[config.mk]
export PLATFORM = sky130hd
export DESIGN_NAME = tube_host_initiator
export DESIGN_NICKNAME = d
export VERILOG_FILES = /design/src/rtl/tube_host_pkg.sv /design/src/rtl/tube_phi2_gen.sv /design/src/rtl/tube_host_initiator.sv
export SDC_FILE = /design/constraint.sdc
export NUM_CORES = 1
export LEC_CHECK = 0
export BUFFER_PORTS_ARGS = -buffer_cell sky130_fd_sc_hd__buf_2
export CAP_MARGIN = 20
export CORE_MARGIN = 4
export CORE_UTILIZATION = 35
export CTS_BUF_LIST = sky130_fd_sc_hd__clkbuf_4 sky130_fd_sc_hd__clkbuf_8
export DETAILED_ROUTE_END_ITERATION = 10
export GPL_TIMING_DRIVEN = 1
export PLACE_DENSITY = 0.66
export SYNTH_ARGS = -nofsm -noshare
export SYNTH_HDL_FRONTEND = slang
export SYNTH_HIERARCHICAL = 1
export SYNTH_SLANG_ARGS = --single-unit
[constraint.sdc]
create_clock -name h_clk -period 2.1 [get_ports h_clk]
set_input_delay 0.105 -clock h_clk [delete_from_list [all_inputs] [get_ports h_clk]]
set_output_delay 0.105 -clock h_clk [all_outputs]
set_load 0.005 [all_outputs]
[src/rtl/tube_host_pkg.sv]
// Shared definitions for the Tube host-side initiator.
// Optional feature macro: STATUS_POLL_EN (adds the status-poll state).
package tube_host_pkg;

  typedef enum logic [2:0] {
    ST_IDLE,
    ST_WAIT_FALL,
    ST_ACCESS,
    ST_GAP,
    ST_RESP
`ifdef STATUS_POLL_EN
    , ST_POLL
`endif
  } state_t;

  // Status register bit positions: data available / space available.
  localparam int STAT_DA = 7;
  localparam int STAT_SA = 6;

  // Tube host register map: each FIFO has a status reg (even) and data reg (odd).
  localparam logic [2:0] REG_R1_STAT = 3'd0;
  localparam logic [2:0] REG_R1_DATA = 3'd1;
  localparam logic [2:0] REG_R2_STAT = 3'd2;
  localparam logic [2:0] REG_R2_DATA = 3'd3;
  localparam logic [2:0] REG_R3_STAT = 3'd4;
  localparam logic [2:0] REG_R3_DATA = 3'd5;
  localparam logic [2:0] REG_R4_STAT = 3'd6;
  localparam logic [2:0] REG_R4_DATA = 3'd7;

  // Status register paired with a data register.
  function automatic logic [2:0] status_addr(input logic [2:0] addr);
    return {addr[2:1], 1'b0};
  endfunction

endpackage

[src/rtl/tube_phi2_gen.sv]
// Free-running phi2 generator: low CLK_DIV clocks, then high CLK_DIV clocks.
// fall_pulse / rise_pulse are one-clock strobes high in the first clock
// after the corresponding phi2 edge.
module tube_phi2_gen #(
  parameter int CLK_DIV = 4
) (
  input  logic h_clk,
  input  logic h_rst,
  output logic h_phi2,
  output logic fall_pulse,
  output logic rise_pulse
);

  logic [7:0] div_q, div_d;
  logic       phi2_q, phi2_d;
  logic       fall_q, fall_d;
  logic       rise_q, rise_d;
  logic       wrap;

  assign wrap = (div_q == 8'(CLK_DIV - 1));

  // Next-state: count half-period, toggle phi2 and flag the edge direction.
  always_comb begin
    div_d  = wrap ? 8'd0 : div_q + 8'd1;
    phi2_d = wrap ? ~phi2_q : phi2_q;
    fall_d = wrap & phi2_q;
    rise_d = wrap & ~phi2_q;
  end

  // Divider and strobe registers.
  always_ff @(posedge h_clk or posedge h_rst) begin
    if (h_rst) begin
      div_q  <= 8'd0;
      phi2_q <= 1'b0;
      fall_q <= 1'b0;
      rise_q <= 1'b0;
    end else begin
      div_q  <= div_d;
      phi2_q <= phi2_d;
      fall_q <= fall_d;
      rise_q <= rise_d;
    end
  end

  assign h_phi2     = phi2_q;
  assign fall_pulse = fall_q;
  assign rise_pulse = rise_q;

endmodule

[src/rtl/tube_host_initiator.sv]
// Host-side bus initiator for the Tube ULA: command stream -> 6502-style
// bus cycles, read data returned on a response channel. Also synchronises
// the ULA interrupt. Define STATUS_POLL_EN to poll the status register
// before a data access.
module tube_host_initiator
  import tube_host_pkg::*;
#(
  parameter int CLK_DIV  = 4,
  parameter int POLL_MAX = 64
) (
  input  logic       h_clk,
  input  logic       h_rst,
  input  logic       cmd_valid,
  output logic       cmd_ready,
  input  logic       cmd_rnw,
  input  logic [2:0] cmd_addr,
  input  logic [7:0] cmd_wdata,
  input  logic       cmd_poll,
  output logic       rsp_valid,
  output logic [7:0] rsp_rdata,
  output logic       rsp_timeout,
  output logic       h_phi2,
  output logic       h_cs_b,
  output logic       h_rdnw,
  output logic [2:0] h_addr,
  output logic [7:0] h_data_out,
  output logic       h_data_oe,
  input  logic [7:0] h_data_in,
  input  logic       h_irq_b,
  output logic       irq
);

  state_t     state_q, state_d;
  logic       rdy_en_q;
  logic       c_rnw_q, c_rnw_d;
  logic [2:0] c_addr_q, c_addr_d;
  logic [7:0] c_wdata_q, c_wdata_d;
  logic       cs_b_q, cs_b_d;
  logic       rdnw_q, rdnw_d;
  logic [2:0] addr_q, addr_d;
  logic [7:0] dout_q, dout_d;
  logic       oe_q, oe_d;
  logic [7:0] rdata_q, rdata_d;
  logic       irq_meta_q, irq_q;
  logic       fall_pulse;
  logic       rise_unused;
  logic       poll_active;

`ifdef STATUS_POLL_EN
  logic       polling_q, polling_d;
  logic [7:0] poll_cnt_q, poll_cnt_d;
  logic       timeout_q, timeout_d;
  assign poll_active = polling_q;
`else
  logic unused_cfg;
  assign poll_active = 1'b0;
  assign unused_cfg  = cmd_poll | (POLL_MAX == 0);
`endif

  tube_phi2_gen #(.CLK_DIV(CLK_DIV)) u_phi2 (
    .h_clk      (h_clk),
    .h_rst      (h_rst),
    .h_phi2     (h_phi2),
    .fall_pulse (fall_pulse),
    .rise_pulse (rise_unused)
  );

  // Ready is held low until the first clock after reset release.
  assign cmd_ready   = rdy_en_q & (state_q == ST_IDLE);
  assign rsp_valid   = (state_q == ST_RESP);
  assign rsp_rdata   = rsp_valid ? rdata_q : 8'h00;
`ifdef STATUS_POLL_EN
  assign rsp_timeout = rsp_valid & timeout_q;
`else
  assign rsp_timeout = 1'b0;
`endif

  assign h_cs_b     = cs_b_q;
  assign h_rdnw     = rdnw_q;
  assign h_addr     = addr_q;
  assign h_data_out = dout_q;
  assign h_data_oe  = oe_q;
  assign irq        = irq_q;

  // Bus-cycle sequencer: all bus outputs change one clock after a phi2 fall.
  always_comb begin
    state_d   = state_q;
    c_rnw_d   = c_rnw_q;
    c_addr_d  = c_addr_q;
    c_wdata_d = c_wdata_q;
    cs_b_d    = cs_b_q;
    rdnw_d    = rdnw_q;
    addr_d    = addr_q;
    dout_d    = dout_q;
    oe_d      = oe_q;
    rdata_d   = rdata_q;
`ifdef STATUS_POLL_EN
    polling_d  = polling_q;
    poll_cnt_d = poll_cnt_q;
    timeout_d  = timeout_q;
`endif
    case (state_q)
      ST_IDLE: begin
        if (cmd_valid && cmd_ready) begin
          c_rnw_d   = cmd_rnw;
          c_addr_d  = cmd_addr;
          c_wdata_d = cmd_wdata;
          rdata_d   = 8'h00;
`ifdef STATUS_POLL_EN
          polling_d  = cmd_poll;
          poll_cnt_d = 8'd0;
          timeout_d  = 1'b0;
`endif
          state_d   = ST_WAIT_FALL;
        end
      end
      ST_WAIT_FALL: begin
        if (fall_pulse) begin
          state_d = ST_ACCESS;
          cs_b_d  = 1'b0;
          if (poll_active) begin
            addr_d = status_addr(c_addr_q);
            rdnw_d = 1'b1;
          end else begin
            addr_d = c_addr_q;
            rdnw_d = c_rnw_q;
            dout_d = c_rnw_q ? 8'h00 : c_wdata_q;
            oe_d   = ~c_rnw_q;
          end
        end
      end
      ST_ACCESS: begin
        // Data is stable over the whole low half after the fall.
        if (fall_pulse) begin
          rdata_d = rdnw_q ? h_data_in : 8'h00;
          cs_b_d  = 1'b1;
          rdnw_d  = 1'b1;
          addr_d  = 3'd0;
          dout_d  = 8'h00;
          oe_d    = 1'b0;
          state_d = ST_GAP;
        end
      end
      ST_GAP: begin
        // The ULA needs a full deselected phi2 period between accesses.
        if (fall_pulse) begin
`ifdef STATUS_POLL_EN
          state_d = polling_q ? ST_POLL : ST_RESP;
`else
          state_d = ST_RESP;
`endif
        end
      end
`ifdef STATUS_POLL_EN
      ST_POLL: begin
        if (c_rnw_q ? rdata_q[STAT_DA] : rdata_q[STAT_SA]) begin
          polling_d = 1'b0;
          state_d   = ST_WAIT_FALL;
        end else if (poll_cnt_q + 8'd1 == 8'(POLL_MAX)) begin
          poll_cnt_d = poll_cnt_q + 8'd1;
          timeout_d  = 1'b1;
          state_d    = ST_RESP;
        end else begin
          poll_cnt_d = poll_cnt_q + 8'd1;
          state_d    = ST_WAIT_FALL;
        end
      end
`endif
      ST_RESP: state_d = ST_IDLE;
      default: state_d = ST_IDLE;
    endcase
  end

  // Sequencer state and registered bus outputs.
  always_ff @(posedge h_clk or posedge h_rst) begin
    if (h_rst) begin
      state_q   <= ST_IDLE;
      rdy_en_q  <= 1'b0;
      c_rnw_q   <= 1'b1;
      c_addr_q  <= 3'd0;
      c_wdata_q <= 8'h00;
      cs_b_q    <= 1'b1;
      rdnw_q    <= 1'b1;
      addr_q    <= 3'd0;
      dout_q    <= 8'h00;
      oe_q      <= 1'b0;
      rdata_q   <= 8'h00;
`ifdef STATUS_POLL_EN
      polling_q  <= 1'b0;
      poll_cnt_q <= 8'd0;
      timeout_q  <= 1'b0;
`endif
    end else begin
      state_q   <= state_d;
      rdy_en_q  <= 1'b1;
      c_rnw_q   <= c_rnw_d;
      c_addr_q  <= c_addr_d;
      c_wdata_q <= c_wdata_d;
      cs_b_q    <= cs_b_d;
      rdnw_q    <= rdnw_d;
      addr_q    <= addr_d;
      dout_q    <= dout_d;
      oe_q      <= oe_d;
      rdata_q   <= rdata_d;
`ifdef STATUS_POLL_EN
      polling_q  <= polling_d;
      poll_cnt_q <= poll_cnt_d;
      timeout_q  <= timeout_d;
`endif
    end
  end

  // Two-flop synchroniser for the asynchronous active-low ULA interrupt.
  always_ff @(posedge h_clk or posedge h_rst) begin
    if (h_rst) begin
      irq_meta_q <= 1'b0;
      irq_q      <= 1'b0;
    end else begin
      irq_meta_q <= ~h_irq_b;
      irq_q      <= irq_meta_q;
    end
  end

endmodule

==> results of run 1 <==
[how the worst min path moves through the flow]
stage / start / endpoint / slack [ns]
after CTS: h_data_in[5] / rdata_q[5] / 0.02
after global routing: h_data_in[5] / rdata_q[5] / 0.02
after detailed placement: h_rst / u_phi2/div_q[6] / 0.11
after floorplan: h_rst / u_phi2/div_q[0] / -0.05
final: h_data_in[5] / rdata_q[5] / 0.02
after global placement: h_rst / u_phi2/div_q[4] / 0.12
[power by group through the flow]
stage | Sequential [mW] | Combinational [mW] | Clock, mW
after floorplan | 1.47 | 0.586 | 0
after global placement | 1.50 | 0.796 | 0
after detailed placement | 1.52 | 0.812 | 0
after CTS | 1.50 | 0.820 | 0.653
after global routing | 1.54 | 0.889 | 0.684
final | 1.49 | 0.804 | 0.623
[routing by layer]
layer	global-route usage, %	wire length, um	vias up
li1	-	-	671
met1	15.3	1790	662
met2	17.1	1710	38
met3	3.65	264	6
met4	5.18	77	0
met5	0	0	-
[metrics by stage]
| step | worst slack, ns | cell area, sq um | cells | power (mW) |
|---|---|---|---|---|
| after floorplan | 0.569 | 2110 | 159 | 2.06 |
| after global placement | 0.492 | 2440 | 280 | 2.30 |
| after detailed placement | 0.474 | 2440 | 280 | 2.33 |
| after CTS | 0.348 | 2570 | 290 | 2.97 |
| after global routing | 0.260 | 2570 | 290 | 3.11 |
| final | 0.408 | 2570 | 290 | 2.92 |
[state kept, by name, summed over array words and instances (netlist names)]
register and cells:
u_phi2/fall_pulse 1, rdy_en_q 1, h_data_oe 1, c_rnw_q 1, u_phi2/div_q 8, irq 1
h_cs_b 1, h_addr 3, state_q 3, h_rdnw 1, rdata_q 8, u_phi2/h_phi2 1
h_data_out 8, irq_meta_q 1, c_addr_q 3, c_wdata_q 8
[final cells by class]
| type | count | area, sq um |
|---|---|---|
| Timing Repair Buffer | 57 | 310 |
| Multi-Input combinational cell | 99 | 795 |
| Sequential cell | 50 | 1250 |
| Clock buffer | 8 | 110 |
| Inverter | 4 | 15.0 |
| Fill cell | 529 | 3100 |
| Tap cell | 72 | 90.1 |
==> metrics.txt, run 1 <==
Clock Skew 0.00326 ns; initial antenna violation count 0; Worst-Margin Slew 0.600 ns; largest net degree at the start of global routing 23; Psw 0.811 mW; Clk pwr share 21.4%; Die Y-Extent 85.6 um; final count of pins violating max slew 0; final wirelength 3.83 mm; Yosys Warn Count 6; Hold Slack 0.0238 ns; RR Startpoint u_phi2/div_q[4]; crit-path max cell delay 0.41 ns; Worst Hold Class input port to flop; commonest non-fill, non-tap cell in the layout buf_2; DRC viols 0; initial DRC count 29; I/O Pins 52; CP Depth 4; WS Path Type flop to output port; Avg Inst Size Synth 13.2 sq um; CTS sink count 50; max_cap viols 0; Final Hold Vio Count 0; Vias per Instance 4.75; first-pass GRT wire length 6.58 mm; CP Launch Type flop; most frequent cells in the layout buf_2 (49), dfrtp_1 (47), a22o_1 (19); layout cells sized above 1 38.1%; synthesized cell area 2110 sq um; Int Pwr 2.10 mW; final setup fails 0; R2R Setup Slk 0.48 ns; CP endpoint kind output port; CP required 2.00 ns; root buffer cell clkbuf_8; number of global-route vias before repair 1390; gpl congestion 0.749; clk_lat worst skew 0.29 ns; Clock transition at path regs 0.08 ns; Detail Route Antenna Nets 0; achievable frequency 591 MHz; Inserted Diodes 0; Core Rows 27; R2R cell count 3; Num CTS Buffers 5; Area Growth Syn to Fin 22.3%; IO Port Bufs 49; Final TNS setup 0 ns; DP HPWL 2.83 mm; via count 1377; Critical path buffers and inverters 2; leakage 1.31 nW; GR Overflow Total 0; clock buffer depth 2; fin nets 243; fin util 45.4%; Critical path origin state_q[0]; critical path cell sequence buf_4, nor3b_2, and2_1, buf_2; GRT Overall Usage 11.5%; Die ar. 7320 sq um; reg2reg end u_phi2/div_q[1]; final period utilization 80.6%; Placeable Area 5680 sq um; post-layout minimum cycle time 1.69 ns; Routed wire per std cell 13.2 um; cts hold-fix bufs 2; CP max-delay cell dfrtp_1; CP Capture Point rsp_rdata[3]; drt pass-1 iters 4; Switching Fraction 27.8%; die span in x 85.6 um; Mapped Cells 159; Top Family by Delay on Critical Path simple AND/OR/NAND/NOR gates; htree depth 2; PD cells 1130 nW/um^2; IR drop worst, VDD 0.449 mV; part of the power in registers 51.1%; status complete, no violations; CP arrival 1.59 ns; Syn Nets 185; Combinational Power Share 27.6%; post-CTS setup buffers 0; CP Max Fanout 13; CTS tree done; post_cts resized 0; RSZ-0062 raised after global routing no; Starting Density 37.1%; Max-slew headroom 59.7%; worst hold path depth 2
(Power assumes the default switching activity.)
==> inputs of run 2 (changes only) <==
- ABC_AREA: not set -> 1
- PLACE_DENSITY: 0.66 -> 0.68
- clock period: 2.1 -> 1.35 ns (I/O delays scaled with it)
==> metrics.txt, run 2 <==
final wirelength 4.98 mm (+30%); CP endpoint kind output port; Max-slew headroom 58.7% (-0.99 points); number of global-route vias before repair 1877 (+35%); initial antenna violation count 0 (unchanged); Worst Hold Class input port to flop; CP Launch Type flop; achievable frequency 713 MHz; htree depth 2 (unchanged); Hold Slack 0.0865 ns (+0.0627 ns); commonest non-fill, non-tap cell in the layout nand2_1; R2R Setup Slk -0.03 ns (-0.51 ns); Num CTS Buffers 5 (unchanged); max_cap viols 0 (unchanged); WS Path Type flop to output port; CTS sink count 50 (unchanged); Routed wire per std cell 11.5 um (-13%); synthesized cell area 2190 sq um (+4.1%); initial DRC count 65 (+120%); Syn Nets 301 (+63%); GRT busiest layer met2; Inst Count DP 400 (+43%); Avg Inst Size Synth 7.97 sq um (-40%); GRT met3 Usage 3.88% (+0.23 points); Clock transition at path regs 0.09 ns (about the same); Final Hold Vio Count 0 (unchanged); drt pass-1 iters 4 (unchanged); DRC viols 0 (unchanged); first-pass GRT wire length 8.03 mm (+22%); via count 1907 (+38%); Worst-Margin Slew 0.616 ns (+0.0151 ns); CP required 1.28 ns (-0.72 ns); final count of pins violating max slew 0 (unchanged); Setup WS post-layout -0.0530 ns (-0.461 ns); CTS tree done; violated checks setup timing; GRT Overall Usage 13.3% (+1.9 points); final setup fails 17 (+17); gpl congestion 0.788 (+5.2%); Fillers 560 (+5.9%); Yosys Warn Count 6 (unchanged); I/O Pins 52 (unchanged); M1 GR Usage 16.2% (+0.93 points); largest net degree at the start of global routing 18 (-22%); Detail Route Antenna Nets 0 (unchanged); final period utilization 104%; Die ar. 7590 sq um (+3.7%); IO Port Bufs 49 (unchanged); CP arrival 1.34 ns (-0.25 ns); Inserted Diodes 0 (unchanged); RSZ-0062 raised after global routing yes; root buffer cell clkbuf_8; multi-input combinational cell area 930 sq um (+17%); M2 GR Usage 23.1% (+6.0 points); post-layout minimum cycle time 1.40 ns; IR drop worst, VDD 0.664 mV (+48%); fin nets 382 (+57%); DP HPWL 3.32 mm (+17%); placed cell areas 2550 sq um (+4.4%); Design Area, Final 3070 sq um (+19%); area of all sequential standard cells 1250 sq um (unchanged); PD cells 1590 nW/um^2 (+41%); Die Y-Extent 87.1 um (+1.8%); Vias per Instance 4.41 (-7.0%); final cell count without fillers 432 (+49%); Final Power 4.89 mW (+68%); Area Growth Syn to Fin 40.0%; Starting Density 36.6% (-0.51 points); clock buffer depth 2 (unchanged); Core Rows 28 (+3.7%); Mapped Cells 275 (+73%); Placeable Area 5990 sq um (+5.6%); die span in x 87.1 um (+1.8%); layout cells sized above 1 33.6% (-4.5 points); most frequent cells in the layout nand2_1 (98), buf_2 (49), dfrtp_1 (47); status finished, violations left; Clock Skew 0.00582 ns (+0.00256 ns); leakage 1.70 nW (+30%); GR Overflow Total 0 (unchanged); clk_lat worst skew 0.30 ns (about the same); CP Max Fanout 8 (-5)
[run 2: cell count changes in the layout (fill, tap and decap cells not counted), moves of 6 or more]
| cell | delta |
|---|---|
| a22o_1 | -19 |
| and2_1 | -10 |
| buf_4 | +7 |
| dlygate4sd3_1 | +12 |
| inv_1 | +24 |
| mux2_4 | -10 |
| nand2_1 | +93 |
| nand2_2 | +10 |
| nand2_4 | +10 |
| nand2b_1 | -6 |
| nand3_2 | +9 |
| nor2_1 | +23 |
| o21ai_0 | -6 |
[run 2: cell type report]
class                      count  area share (%)
clock buffer                   7            2.94
multi-input combinational    183            30.3
clock inverter                 1           0.163
sequential                    50            40.9
timing repair buffer          81            18.1
inverter                      35            4.53
tap                           75            3.06
[run 2: worst max-delay path, cell delays in order, from the launching register on]
cell and delay (ns):
dfrtp_1 0.40, nor2_2 0.16, inv_2 0.08, nor2_4 0.12, inv_4 0.07, nor2_1 0.09, buf_2 0.11
[run 2: layer usage]
layer  vias up  wire length, um
met5         -                0
met4         0               64
met3         8              283
met2        34             2540
met1       879             2100
li1        986                -
[run 2: what timing repair did]
item,4_1_cts,5_1_grt
gates resized for setup,4,49
setup endpoints to repair,10,41
buffers inserted,5,3
hold buffers,14,0
hold endpoints to repair,35,0
pin swaps,2,26
cloned,0,3
[run 2: worst paths after layout]
check / cells past startpoint / endpoint / start
worst max-delay path: 6 / rsp_rdata[3] / state_q[0]
worst min-delay path: 5 / rdata_q[2] / h_data_in[2]
worst max register to register: 6 / c_addr_q[0] / state_q[0]
worst min register to register: 0 / irq / irq_meta_q
max in group asynchronous: 4 / c_wdata_q[6] / h_rst
min in group asynchronous: 3 / u_phi2/div_q[5] / h_rst
[run 2: report_power, final]
| group | internal, mW | total [mW] | switching [mW] |
|---|---|---|---|
| logic | 0.784 | 1.64 | 0.855 |
| registers | 1.98 | 2.34 | 0.360 |
| clock network | 0.435 | 0.910 | 0.476 |
| total | 3.20 | 4.89 | 1.69 |
[run 2: stage by stage]
stage	TNS, ns	util [%]	worst slack (ns)
4_1_cts	-0.364	47.3	-0.0516
2_1_floorplan	0	-	0.210
5_1_grt	-3.73	51.2	-0.161
6_report	-0.500	51.2	-0.0530
3_3_place_gp	0	42.6	0.119
3_5_place_dp	0	42.6	0.109
==> inputs of run 3 (changes only) <==
- REMOVE_ABC_BUFFERS: not set -> 1
- SYNTH_HIERARCHICAL: 1 -> not set
==> metrics.txt, run 3 <==
reg2reg end h_data_out[7]; post-synthesis register bit count 50; Seq/Total Area, Yosys 57.2%; CP Max Fanout 4 (-4); Post-Place Setup Slack -0.0349 ns (-0.144 ns); CP Launch Type flop; layout cells sized above 1 31.9% (-1.7 points); Inserted Diodes 0 (unchanged); largest area contributor in the netlist dfrtp_1; Area Growth Syn to Fin 35.8%; Synth Flop Type dfrtp_1; initial DRC count 90 (+38%); RR Startpoint state_q[0]; CP required 1.58 ns (+0.30 ns); Setup WS post-layout -0.0405 ns (+0.0126 ns); commonest cells in the netlist nand2_1 (68), dfrtp_1 (47), inv_1 (37), nor2_1 (31), nand3_1 (14); count leader, synth nand2_1; drt pass-1 iters 4 (unchanged); via count 1850 (-3.0%); Die Y-Extent 87.2 um (about the same); I/O Pins 52 (unchanged); Vias per Instance 4.51 (+2.2%); Synth cell types 30; IR drop worst, VDD 0.796 mV (+20%); Num CTS Buffers 5 (unchanged); initial antenna violation count 0 (unchanged); gpl congestion 0.758 (-3.8%); worst hold path depth 5 (unchanged); fin nets 360 (-5.8%); Die ar. 7600 sq um (about the same); Mapped Cells 251 (-8.7%); Inst Count DP 374 (-6.5%); die span in x 87.2 um (about the same); Yosys top cell area share 53.6%; CTS sink count 50 (unchanged); largest net degree at the start of global routing 25 (+7); Worst Hold Class input port to flop; Clock transition at path regs 0.09 ns (about the same); R2R Setup Slk -0.04 ns (about the same); IO Port Bufs 49 (unchanged); ys async rst share 100%; Post-synth EDFFs 0; violated checks setup timing; Max-slew headroom 60.0% (+1.3 points); achievable frequency 719 MHz (+0.90%); Routed wire per std cell 12.3 um (+6.4%); synthesized cell area 2190 sq um (about the same); Avg Inst Size Synth 8.74 sq um (+9.6%); final cell count without fillers 410 (-5.1%); Worst-Margin Slew 0.600 ns (-0.0151 ns); first-pass GRT wire length 8.09 mm (+0.77%); commonest non-fill, non-tap cell in the layout nand2_1; leakage 1.64 nW (-3.4%); DRC viols 0 (unchanged); htree depth 2 (unchanged); worst hold start h_data_in[3]; final count of pins violating max slew 0 (unchanged); status finished, violations left; Starting Density 36.6% (about the same); final wirelength 5.03 mm (+1.0%); GR Overflow Total 0 (unchanged); number of global-route vias before repair 1803 (-3.9%); Hold EP rdata_q[3]; GRT Overall Usage 13.5% (+0.20 points); most frequent cells in the layout nand2_1 (68), buf_2 (49), dfrtp_1 (45); Placeable Area 5990 sq um (unchanged); DP HPWL 3.17 mm (-4.7%); Hold Slack 0.0512 ns (-0.0353 ns); Area contributors post-synth dfrtp_1 (54%), nand2_1 (12%), inv_1 (6.3%); R2R cell count 6 (unchanged); clk_lat worst skew 0.31 ns (about the same); CTS tree done; final period utilization 103% (-0.93 points); WS Path Type flop to flop; CP arrival 1.62 ns (+0.28 ns); placed cell areas 2540 sq um (-0.29%); RSZ-0062 raised after global routing yes; post-layout minimum cycle time 1.39 ns (-0.0126 ns); Yosys Warn Count 0 (-6); fin util 49.7% (-1.5 points); CP endpoint kind flop; clock buffer depth 2 (unchanged); max_cap viols 0 (unchanged); Core Rows 28 (unchanged); PD cells 1540 nW/um^2 (-3.4%); final setup fails 10 (-7); root buffer cell clkbuf_8; Design Area, Final 2980 sq um (-2.9%); Clock Skew 0.00987 ns (+0.00405 ns); Detail Route Antenna Nets 0 (unchanged); Final Hold Vio Count 0 (unchanged)
-- run 3: cell type report --
class                           instances  area, sq um
Inverter                               41          164
Multi-Input combinational cell        156          836
Tap cell                               75         93.8
Timing Repair Buffer                   80          529
Sequential cell                        50         1260
Clock inverter                          2         16.3
Fill cell                             576         3010
Clock buffer                            6         82.6
-- run 3: repair_timing --
item,CTS,global route
buffers inserted,8,4
setup endpoints to repair,23,35
cloned,0,2
hold buffers,14,0
endpoints found under the hold margin,32,0
pin swaps,4,3
resized for setup,12,17
-- run 3: per-layer routing --
metal / vias to the layer above / GRT usage (%) / part of all wire, %
met4: 0 / 6.00 / 2.3
met1: 875 / 15.9 / 42
met2: 40 / 23.3 / 51
met3: 11 / 3.41 / 4.9
li1: 924 / - / -
met5: - / 0 / 0
-- run 3: worst max-delay path, cell delays in order (launching register included) --
cell	delay, ns
dfrtp_1	0.40
inv_2	0.08
buf_4	0.13
buf_4	0.13
nor3_4	0.22
nand3b_2	0.19
o21ai_1	0.17
-- run 3: cell families after synthesis --
family                   count (synthesis)  synth area share, %
other                                    2                0.342
XOR/XNOR                                 4                 1.60
AO/OA/AOI/OAI                           19                 4.51
adder cells (fa/ha/maj)                  1                0.570
buffers and inverters                   47                 8.73
AND/OR/NAND/NOR                        128                 27.0
flip-flops                              50                 57.2
-- run 3: worst max-delay path by stage --
| stage | startpoint | end | slack, ns | depth (start not counted) |
|---|---|---|---|---|
| 4_1_cts | state_q[1] | h_data_out[1] | -0.03 | 5 |
| 5_1_grt | state_q[0] | h_data_out[7] | -0.10 | 6 |
| 6_report | state_q[0] | h_data_out[7] | -0.04 | 6 |
| 2_1_floorplan | state_q[2] | c_wdata_q[0] | 0.08 | 5 |
| 3_3_place_gp | state_q[1] | rsp_rdata[2] | 0.05 | 6 |
| 3_5_place_dp | state_q[2] | c_wdata_q[6] | -0.03 | 5 |
-- run 3: stage by stage --
| stage | power, mW | TNS [ns] |
|---|---|---|
| after floorplan | 2.81 | 0 |
| after global placement | 3.17 | 0 |
| after detailed placement | 3.21 | -0.153 |
| after CTS | 4.39 | -0.230 |
| after global routing | 4.90 | -2.29 |
| final | 4.59 | -0.139 |
-- run 3: report_power, final --
part / internal [mW] / total (mW) / leakage, nW / switching [mW]
clock network: 0.422 / 0.931 / 0.0478 / 0.508
logic: 0.701 / 1.55 / 0.951 / 0.847
registers: 1.90 / 2.11 / 0.642 / 0.211
total: 3.02 / 4.59 / 1.64 / 1.57
